<file path="config.mk">
export PLATFORM = sky130hd
export DESIGN_NAME = vld_unit_flat
export DESIGN_NICKNAME = d
export VERILOG_FILES = /design/src/rtl/vld_mem_if.sv /design/src/rtl/vld_unit.sv /design/src/flat_wrapper.sv
export SDC_FILE = /design/constraint.sdc
export NUM_CORES = 1
export LEC_CHECK = 0
export BUFFER_PORTS_ARGS = -buffer_cell sky130_fd_sc_hd__buf_2
export CAP_MARGIN = 10
export CORE_UTILIZATION = 33
export CTS_BUF_LIST = sky130_fd_sc_hd__clkbuf_16
export CTS_CLUSTER_SIZE = 40
export DETAILED_ROUTE_END_ITERATION = 16
export SLEW_MARGIN = 10
export SYNTH_ARGS = -nofsm -noshare
export SYNTH_HDL_FRONTEND = slang
export SYNTH_SLANG_ARGS = --single-unit
export TNS_END_PERCENT = 50
</file>
<file path="constraint.sdc">
create_clock -name clk -period 5.6 [get_ports clk]
set_input_delay 1.12 -clock clk [delete_from_list [all_inputs] [get_ports clk]]
set_output_delay 1.12 -clock clk [all_outputs]
set_load 0.03 [all_outputs]
</file>
<file path="src/rtl/vld_mem_if.sv">
`default_nettype none
// ============================================================================
//  Module      : vld_mem_if
//  Description : Word-read memory port used by the vector load unit.
//                One request can be outstanding at a time. The response comes
//                back on mem_rvalid/mem_rdata and its data is little-endian.
//  Signals     : mem_req    - read request (master -> slave)
//                mem_addr   - byte address of the requested word (master -> slave)
//                mem_ready  - request accepted this cycle (slave -> master)
//                mem_rvalid - read response valid (slave -> master)
//                mem_rdata  - read response data (slave -> master)
//  Revision    : 1.0 - initial release
// ============================================================================
interface vld_mem_if;
    logic        mem_req;
    logic [31:0] mem_addr;
    logic        mem_ready;
    logic        mem_rvalid;
    logic [31:0] mem_rdata;

    modport master (
        output mem_req,
        output mem_addr,
        input  mem_ready,
        input  mem_rvalid,
        input  mem_rdata
    );

    modport slave (
        input  mem_req,
        input  mem_addr,
        output mem_ready,
        output mem_rvalid,
        output mem_rdata
    );
endinterface
`default_nettype wire

</file>
<file path="src/rtl/vld_unit.sv">
`default_nettype none
// ============================================================================
//  Module      : vld_unit
//  Description : Unit-stride vector load. Fetches vl elements of SEW bits,
//                starting at base_addr_i, one 32-bit word at a time. Every
//                group of four words is packed into a 128-bit register-file
//                write to vd, vd+1, ... (mod 32). Bytes past the end of the
//                vector in the last register are written as zero.
//  Ports       : clk, rst_n       - clock, asynchronous active-low reset
//                start_i          - command strobe, sampled only when idle
//                vd_i             - first destination register
//                base_addr_i      - byte address of element 0
//                vl_i             - element count (0..256)
//                vtype_i          - [6] valid, [5:3] SEW code (8/16/32)
//                mem              - word-read memory port (master side)
//                wen_o/wa_o/wd_o  - register-file write port
//                busy_o           - high whenever not idle
//                done_o           - one-cycle completion pulse
//                err_o            - command rejected, valid with done_o
//  Revision    : 1.0 - initial release
// ============================================================================
module vld_unit (
    input  wire logic         clk,
    input  wire logic         rst_n,
    input  wire logic         start_i,
    input  wire logic [4:0]   vd_i,
    input  wire logic [31:0]  base_addr_i,
    input  wire logic [8:0]   vl_i,
    input  wire logic [6:0]   vtype_i,
    vld_mem_if.master         mem,
    output logic              wen_o,
    output logic [4:0]        wa_o,
    output logic [127:0]      wd_o,
    output logic              busy_o,
    output logic              done_o,
    output logic              err_o
);

    typedef enum logic [2:0] {
        S_IDLE  = 3'd0,
        S_CHECK = 3'd1,
        S_REQ   = 3'd2,
        S_WAIT  = 3'd3,
        S_WRITE = 3'd4,
        S_DONE  = 3'd5
    } state_t;

    state_t         state_q, state_d;
    logic [4:0]     vd_q, vd_d;
    logic [31:0]    base_q, base_d;
    logic [8:0]     vl_q, vl_d;
    logic           vvalid_q, vvalid_d;
    logic [2:0]     sew_q, sew_d;
    logic [8:0]     k_q, k_d;          // words fetched so far
    logic [6:0]     r_q, r_d;          // registers written so far
    logic [127:0]   buf_q, buf_d;      // assembly buffer for one register
    logic           err_q, err_d;

    // Operand-derived sizes; only meaningful once the SEW code has passed
    // the legality check, which is the only time they are consulted.
    logic [10:0]    w_bytes;
    logic [11:0]    w_bytes_p3;
    logic [8:0]     w_words;
    logic [8:0]     w_k_next;
    logic [127:0]   w_mask;
    logic [10:0]    w_byte_idx;
    logic           w_bad_cmd;

    assign w_bytes    = 11'(vl_q) << sew_q[1:0];
    assign w_bytes_p3 = 12'(w_bytes) + 12'd3;
    assign w_words    = w_bytes_p3[10:2];
    assign w_k_next   = k_q + 9'd1;
    assign w_bad_cmd  = !vvalid_q || (sew_q > 3'b010) || (base_q[1:0] != 2'b00);

    // Byte-enable for the register being written: keep byte j only if its
    // position in the whole vector (16*r + j) lies below the byte count.
    always_comb begin
        w_mask     = '0;
        w_byte_idx = '0;
        for (int j = 0; j < 16; j++) begin
            w_byte_idx       = {r_q, 4'b0000} + 11'(j);
            w_mask[8*j +: 8] = (w_byte_idx < w_bytes) ? 8'hFF : 8'h00;
        end
    end

    always_ff @(posedge clk or negedge rst_n) begin
        if (!rst_n) begin
            state_q  <= S_IDLE;
            vd_q     <= '0;
            base_q   <= '0;
            vl_q     <= '0;
            vvalid_q <= 1'b0;
            sew_q    <= '0;
            k_q      <= '0;
            r_q      <= '0;
            buf_q    <= '0;
            err_q    <= 1'b0;
        end else begin
            state_q  <= state_d;
            vd_q     <= vd_d;
            base_q   <= base_d;
            vl_q     <= vl_d;
            vvalid_q <= vvalid_d;
            sew_q    <= sew_d;
            k_q      <= k_d;
            r_q      <= r_d;
            buf_q    <= buf_d;
            err_q    <= err_d;
        end
    end

    always_comb begin
        state_d      = state_q;
        vd_d         = vd_q;
        base_d       = base_q;
        vl_d         = vl_q;
        vvalid_d     = vvalid_q;
        sew_d        = sew_q;
        k_d          = k_q;
        r_d          = r_q;
        buf_d        = buf_q;
        err_d        = err_q;
        mem.mem_req  = 1'b0;
        mem.mem_addr = '0;
        wen_o        = 1'b0;
        wa_o         = '0;
        wd_o         = '0;
        done_o       = 1'b0;
        err_o        = 1'b0;
        busy_o       = (state_q != S_IDLE);

        case (state_q)
            S_IDLE: begin
                if (start_i) begin
                    vd_d     = vd_i;
                    base_d   = base_addr_i;
                    vl_d     = vl_i;
                    vvalid_d = vtype_i[6];
                    sew_d    = vtype_i[5:3];
                    k_d      = '0;
                    r_d      = '0;
                    buf_d    = '0;
                    err_d    = 1'b0;
                    state_d  = S_CHECK;
                end
            end
            S_CHECK: begin
                if (w_bad_cmd) begin
                    err_d   = 1'b1;
                    state_d = S_DONE;
                end else if (vl_q == 9'd0) begin
                    state_d = S_DONE;
                end else begin
                    state_d = S_REQ;
                end
            end
            S_REQ: begin
                mem.mem_req  = 1'b1;
                mem.mem_addr = base_q + {21'd0, k_q, 2'b00};
                if (mem.mem_ready) begin
                    state_d = S_WAIT;
                end
            end
            S_WAIT: begin
                if (mem.mem_rvalid) begin
                    buf_d[{k_q[1:0], 5'b00000} +: 32] = mem.mem_rdata;
                    k_d = w_k_next;
                    // A register is complete every fourth word or at the end.
                    if ((w_k_next[1:0] == 2'b00) || (w_k_next == w_words)) begin
                        state_d = S_WRITE;
                    end else begin
                        state_d = S_REQ;
                    end
                end
            end
            S_WRITE: begin
                wen_o   = 1'b1;
                wa_o    = vd_q + r_q[4:0];
                wd_o    = buf_q & w_mask;
                buf_d   = '0;
                r_d     = r_q + 7'd1;
                state_d = (k_q < w_words) ? S_REQ : S_DONE;
            end
            S_DONE: begin
                done_o  = 1'b1;
                err_o   = err_q;
                state_d = S_IDLE;
            end
            default: begin
                state_d = S_IDLE;
            end
        endcase
    end

endmodule
`default_nettype wire

</file>
<file path="src/flat_wrapper.sv">
// flat-port wrapper written by rule: the top's interface ports become plain ports
module vld_unit_flat 
  (clk, rst_n, start_i, vd_i, base_addr_i, vl_i, vtype_i, wen_o, wa_o, wd_o, busy_o, done_o, err_o, mem_mem_req, mem_mem_addr, mem_mem_ready, mem_mem_rvalid, mem_mem_rdata);
  vld_mem_if mem_i ();
  input  wire logic clk;
  input  wire logic rst_n;
  input  wire logic start_i;
  input  wire logic [4:0] vd_i;
  input  wire logic [31:0] base_addr_i;
  input  wire logic [8:0] vl_i;
  input  wire logic [6:0] vtype_i;
  output logic wen_o;
  output logic [4:0] wa_o;
  output logic [127:0] wd_o;
  output logic busy_o;
  output logic done_o;
  output logic err_o;
  output wire logic [$bits(mem_i.mem_req)-1:0] mem_mem_req;
  output wire logic [$bits(mem_i.mem_addr)-1:0] mem_mem_addr;
  input wire logic [$bits(mem_i.mem_ready)-1:0] mem_mem_ready;
  input wire logic [$bits(mem_i.mem_rvalid)-1:0] mem_mem_rvalid;
  input wire logic [$bits(mem_i.mem_rdata)-1:0] mem_mem_rdata;
  assign mem_mem_req = mem_i.mem_req;
  assign mem_mem_addr = mem_i.mem_addr;
  assign mem_i.mem_ready = mem_mem_ready;
  assign mem_i.mem_rvalid = mem_mem_rvalid;
  assign mem_i.mem_rdata = mem_mem_rdata;
  vld_unit u_core (.clk(clk), .rst_n(rst_n), .start_i(start_i), .vd_i(vd_i), .base_addr_i(base_addr_i), .vl_i(vl_i), .vtype_i(vtype_i), .mem(mem_i), .wen_o(wen_o), .wa_o(wa_o), .wd_o(wd_o), .busy_o(busy_o), .done_o(done_o), .err_o(err_o));
endmodule
</file>
==> impl_metrics.env <==
export IMPL_setup_ws_ps=398
export IMPL_gr_total_overflow=0
export IMPL_drv_slew=0
export IMPL_die_area_um2=35000
export IMPL_row_count=67
export IMPL_tns_ps=0
export IMPL_min_path_type="reg2reg"
export IMPL_synth_compound_area_share=0.132
export IMPL_cellPowerDensity_nw_per_um2=414
export IMPL_cp_start_kind="flop"
export IMPL_status="complete, no violations"
export IMPL_cts_resized_gates=0
export IMPL_crit_path_max_fanout=8
export IMPL_totalWireLength_um=33300
export IMPL_synth_top_family_by_area="simple AND/OR/NAND/NOR gates"
export IMPL_tritoncts="done"
export IMPL_crit_path_end_kind="primary output"
export IMPL_drive_gt1_frac=0.210
export IMPL_r2r_cells=12
export IMPL_ir_drop_uv=304
export IMPL_synth_seq_cells=198
export IMPL_area_growth_pct=21.4
export IMPL_reg2reg_slack_ps=2220
export IMPL_synth_top_area_cell="dfrtp_1"
export IMPL_port_buffers=256
export IMPL_p_sw_frac=0.434
export IMPL_final_fill_count=3397
export IMPL_syn_instance_count=1390
export IMPL_clock_skew_ps=15.8
export IMPL_pin_count=260
export IMPL_syn_nets=1519
export IMPL_post_cts_setup_buffer_count=0
export IMPL_h_tree_depth=4
export IMPL_post_route_period_util=0.929
export IMPL_final_core_util=0.409
export IMPL_drt_iter0_drc=488
export IMPL_grt_max_degree=103
export IMPL_combPwrFrac=0.409
export IMPL_yosys_cell_types_count=66
export IMPL_dieHeight_um=187
export IMPL_cts_made_buffers=17
export IMPL_critical_path_class="reg2out"
export IMPL_whs_path_depth=2
export IMPL_synth_xor_area_share=0.0306
export IMPL_antenna_left=0
export IMPL_dp_hpwl_um=23400
export IMPL_synthMuxAreaShare=0.0196
export IMPL_slowest_delay_ps=700
export IMPL_slowest_stage="a21oi_1"
export IMPL_clock_latency_ps=470
export IMPL_drv_cap=0
export IMPL_worstPathArrival_ps=4080
export IMPL_synth_common_cells="nand2_1, dfrtp_1, o21ai_0, and2_1, clkbuf_1"
export IMPL_antenna_found_initial=6
export IMPL_drc=0
export IMPL_synth_seq_area_share=0.438
export IMPL_post_route_min_period_ps=5200
export IMPL_vias_per_cell=4.85
export IMPL_synth_simple_area_share=0.303
export IMPL_cp_required_ps=4480
export IMPL_async_flop_share=1.00
export IMPL_multi_input_area_um2=6070
export IMPL_pwr_share_seq=0.351
export IMPL_worst_pin_slew_ps=1020
export IMPL_synthFlopType="dfrtp_1"
export IMPL_cts_path_max_buffers=2
export IMPL_post_drt_wl_per_cell_um=16.0
export IMPL_reg2reg_from="u_core.sew_q[0]$_DFFE_PN0P_"
export IMPL_switching_power_uw=2470
export IMPL_grt_use_total=0.192
export IMPL_fin_nets=1740
export IMPL_hold_violations=0
export IMPL_grt_pass1_wl_um=52900
export IMPL_clockPowerShare=0.239
export IMPL_start_util=0.337
export IMPL_syn_area_per_cell_um2=8.14
export IMPL_place_gp_congestion=0.834
export IMPL_postCtsHoldBufs=0
export IMPL_vias=10100
export IMPL_cts_sinks=198
export IMPL_die_w_um=187
export IMPL_rsz0062_at_grt="no"
export IMPL_synthAdderAreaFrac=0.0444
export IMPL_yosysWarnings=0
export IMPL_min_to="u_core.buf_q[127]$_DFFE_PN0P_"
export IMPL_yosysMostFrequentCell="nand2_1"
export IMPL_max_freq_mhz=192
export IMPL_register_area_um2=4950
export IMPL_clockRootBuffer="clkbuf_16"
export IMPL_grt_pass1_vias=9587
export IMPL_fp_coreArea_um2=33600
export IMPL_drt_pass1_iterations=5
export IMPL_leakage_uw=0.00673
export IMPL_p_int_uw=3220
export IMPL_holdCritStartpoint="u_core.buf_q[127]$_DFFE_PN0P_"
export IMPL_setup_violations=0
export IMPL_path_cells="mux2_2 > mux2i_1 > ha_1 > a21oi_1 > nor2b_1 > o21ai_0 > nand2_1 > o21bai_1 > a21oi_1 > and2_1 > buf_2"
export IMPL_clk_pin_slew_ps=80
export IMPL_slew_headroom=0.319
export IMPL_synth_edf_count=0
export IMPL_place_ws_ps=920
export IMPL_r2r_end="u_core.state_q[0]$_DFFE_PN0P_"
export IMPL_netlist_area_um2=11300
export IMPL_crit_path_frequent_cell="a21oi_1"
export IMPL_synth_top_cell_area_share=0.438
export IMPL_ys_top_cells_by_area="dfrtp_1, nand2_1, and2_1, o21ai_0, ha_1"
==> cells in the final DEF (no fill, tap or decap), types with 8 or more instances in the layout <==
master	Yosys	routed
ha_1	37	37
mux2i_1	9	9
buf_4	1	20
o21ai_0	169	169
and2_1	141	140
nand3_1	20	20
xor2_1	15	15
nor2_1	43	42
buf_2	2	255
dfrtp_1	198	198
a21oi_1	33	29
nor2b_1	8	8
nand2b_1	8	8
nand2_1	457	456
nor3_1	9	8
nand4_1	14	14
xnor2_1	15	15
clkbuf_16	0	17
inv_1	14	15
==> cell type report <==
cell class                 count  area share
antenna                        3    0.000546
clock inverter                15      0.0151
multi-input combinational   1103       0.442
inverter                      14     0.00382
timing repair buffer         277       0.106
sequential                   198       0.361
tap                          448      0.0408
clock buffer                  17      0.0310
==> logic make-up (layout without fill, tap and decap cells) <==
group | count (synthesis) | after routing
DFF | 198 | 198
xor gates and xnor gates | 34 | 34
and+or+nand+nor | 747 | 747
buffers and inverters | 89 | 323
AOI/OAI and AO/OA | 264 | 264
adders and majority gates | 39 | 39
other | 0 | 3
muxes | 19 | 19
==> worst max path at each step <==
stage               slack, ps  cells past startpoint                        start   endpoint
global route               60                     11  u_core.sew_q[0]$_DFFE_PN0P_   wd_o[40]
detailed placement        920                     11  u_core.sew_q[0]$_DFFE_PN0P_   wd_o[32]
finish                    400                     11  u_core.sew_q[0]$_DFFE_PN0P_   wd_o[40]
floorplan                1680                     11  u_core.sew_q[0]$_DFFE_PN0P_  wd_o[104]
CTS                       410                     11  u_core.sew_q[0]$_DFFE_PN0P_   wd_o[32]
global placement         1030                     11  u_core.sew_q[0]$_DFFE_PN0P_   wd_o[32]
==> through the flow <==
stage | std cells | instance area, µm² | hold slack (ps) | total power (µW)
2_1_floorplan | 1390 | 11300 | 438 | 3680
3_3_place_gp | 2039 | 13100 | 452 | 4310
3_5_place_dp | 2039 | 13100 | 462 | 4370
4_1_cts | 2071 | 13700 | 479 | 5750
5_1_grt | 2073 | 13700 | 497 | 6110
6_report | 2075 | 13700 | 468 | 5690
==> sequential cells by signal, summed over array words and instances, names as in the netlist <==
signal           flops
u_core.err_q         1
u_core.vd_q          5
u_core.state_q       3
u_core.base_q       32
u_core.vl_q          9
u_core.sew_q         3
u_core.vvalid_q      1
u_core.buf_q       128
u_core.k_q           9
u_core.r_q           7
==> worst max-delay path: cells and delay by family, from the launching register on <==
family / cells / cell delay [ps]
AOI/OAI and AO/OA: 4 / 1300
adders and majority gates: 1 / 350
buffers and inverters: 1 / 200
DFF: 1 / 510
muxes: 2 / 840
and+or+nand+nor: 3 / 420
==> routing by layer <==
| metal | vias to the layer above | routed length (µm) | track usage |
|---|---|---|---|
| li1 | 5053 | - | - |
| met1 | 4695 | 14800 | 0.247 |
| met2 | 271 | 15300 | 0.305 |
| met3 | 48 | 2350 | 0.0553 |
| met4 | 6 | 842 | 0.0716 |
| met5 | - | 34 | 0 |
==> power by group through the flow <==
| stage | registers [µW] | logic, µW | clock network, µW |
|---|---|---|---|
| after floorplan | 1860 | 1820 | 0 |
| after global placement | 2010 | 2300 | 0 |
| after detailed placement | 2020 | 2350 | 0 |
| after CTS | 2000 | 2360 | 1400 |
| after global routing | 2040 | 2620 | 1450 |
| final | 2000 | 2330 | 1360 |
No activity file was read; power rests on OpenSTA's default activity.
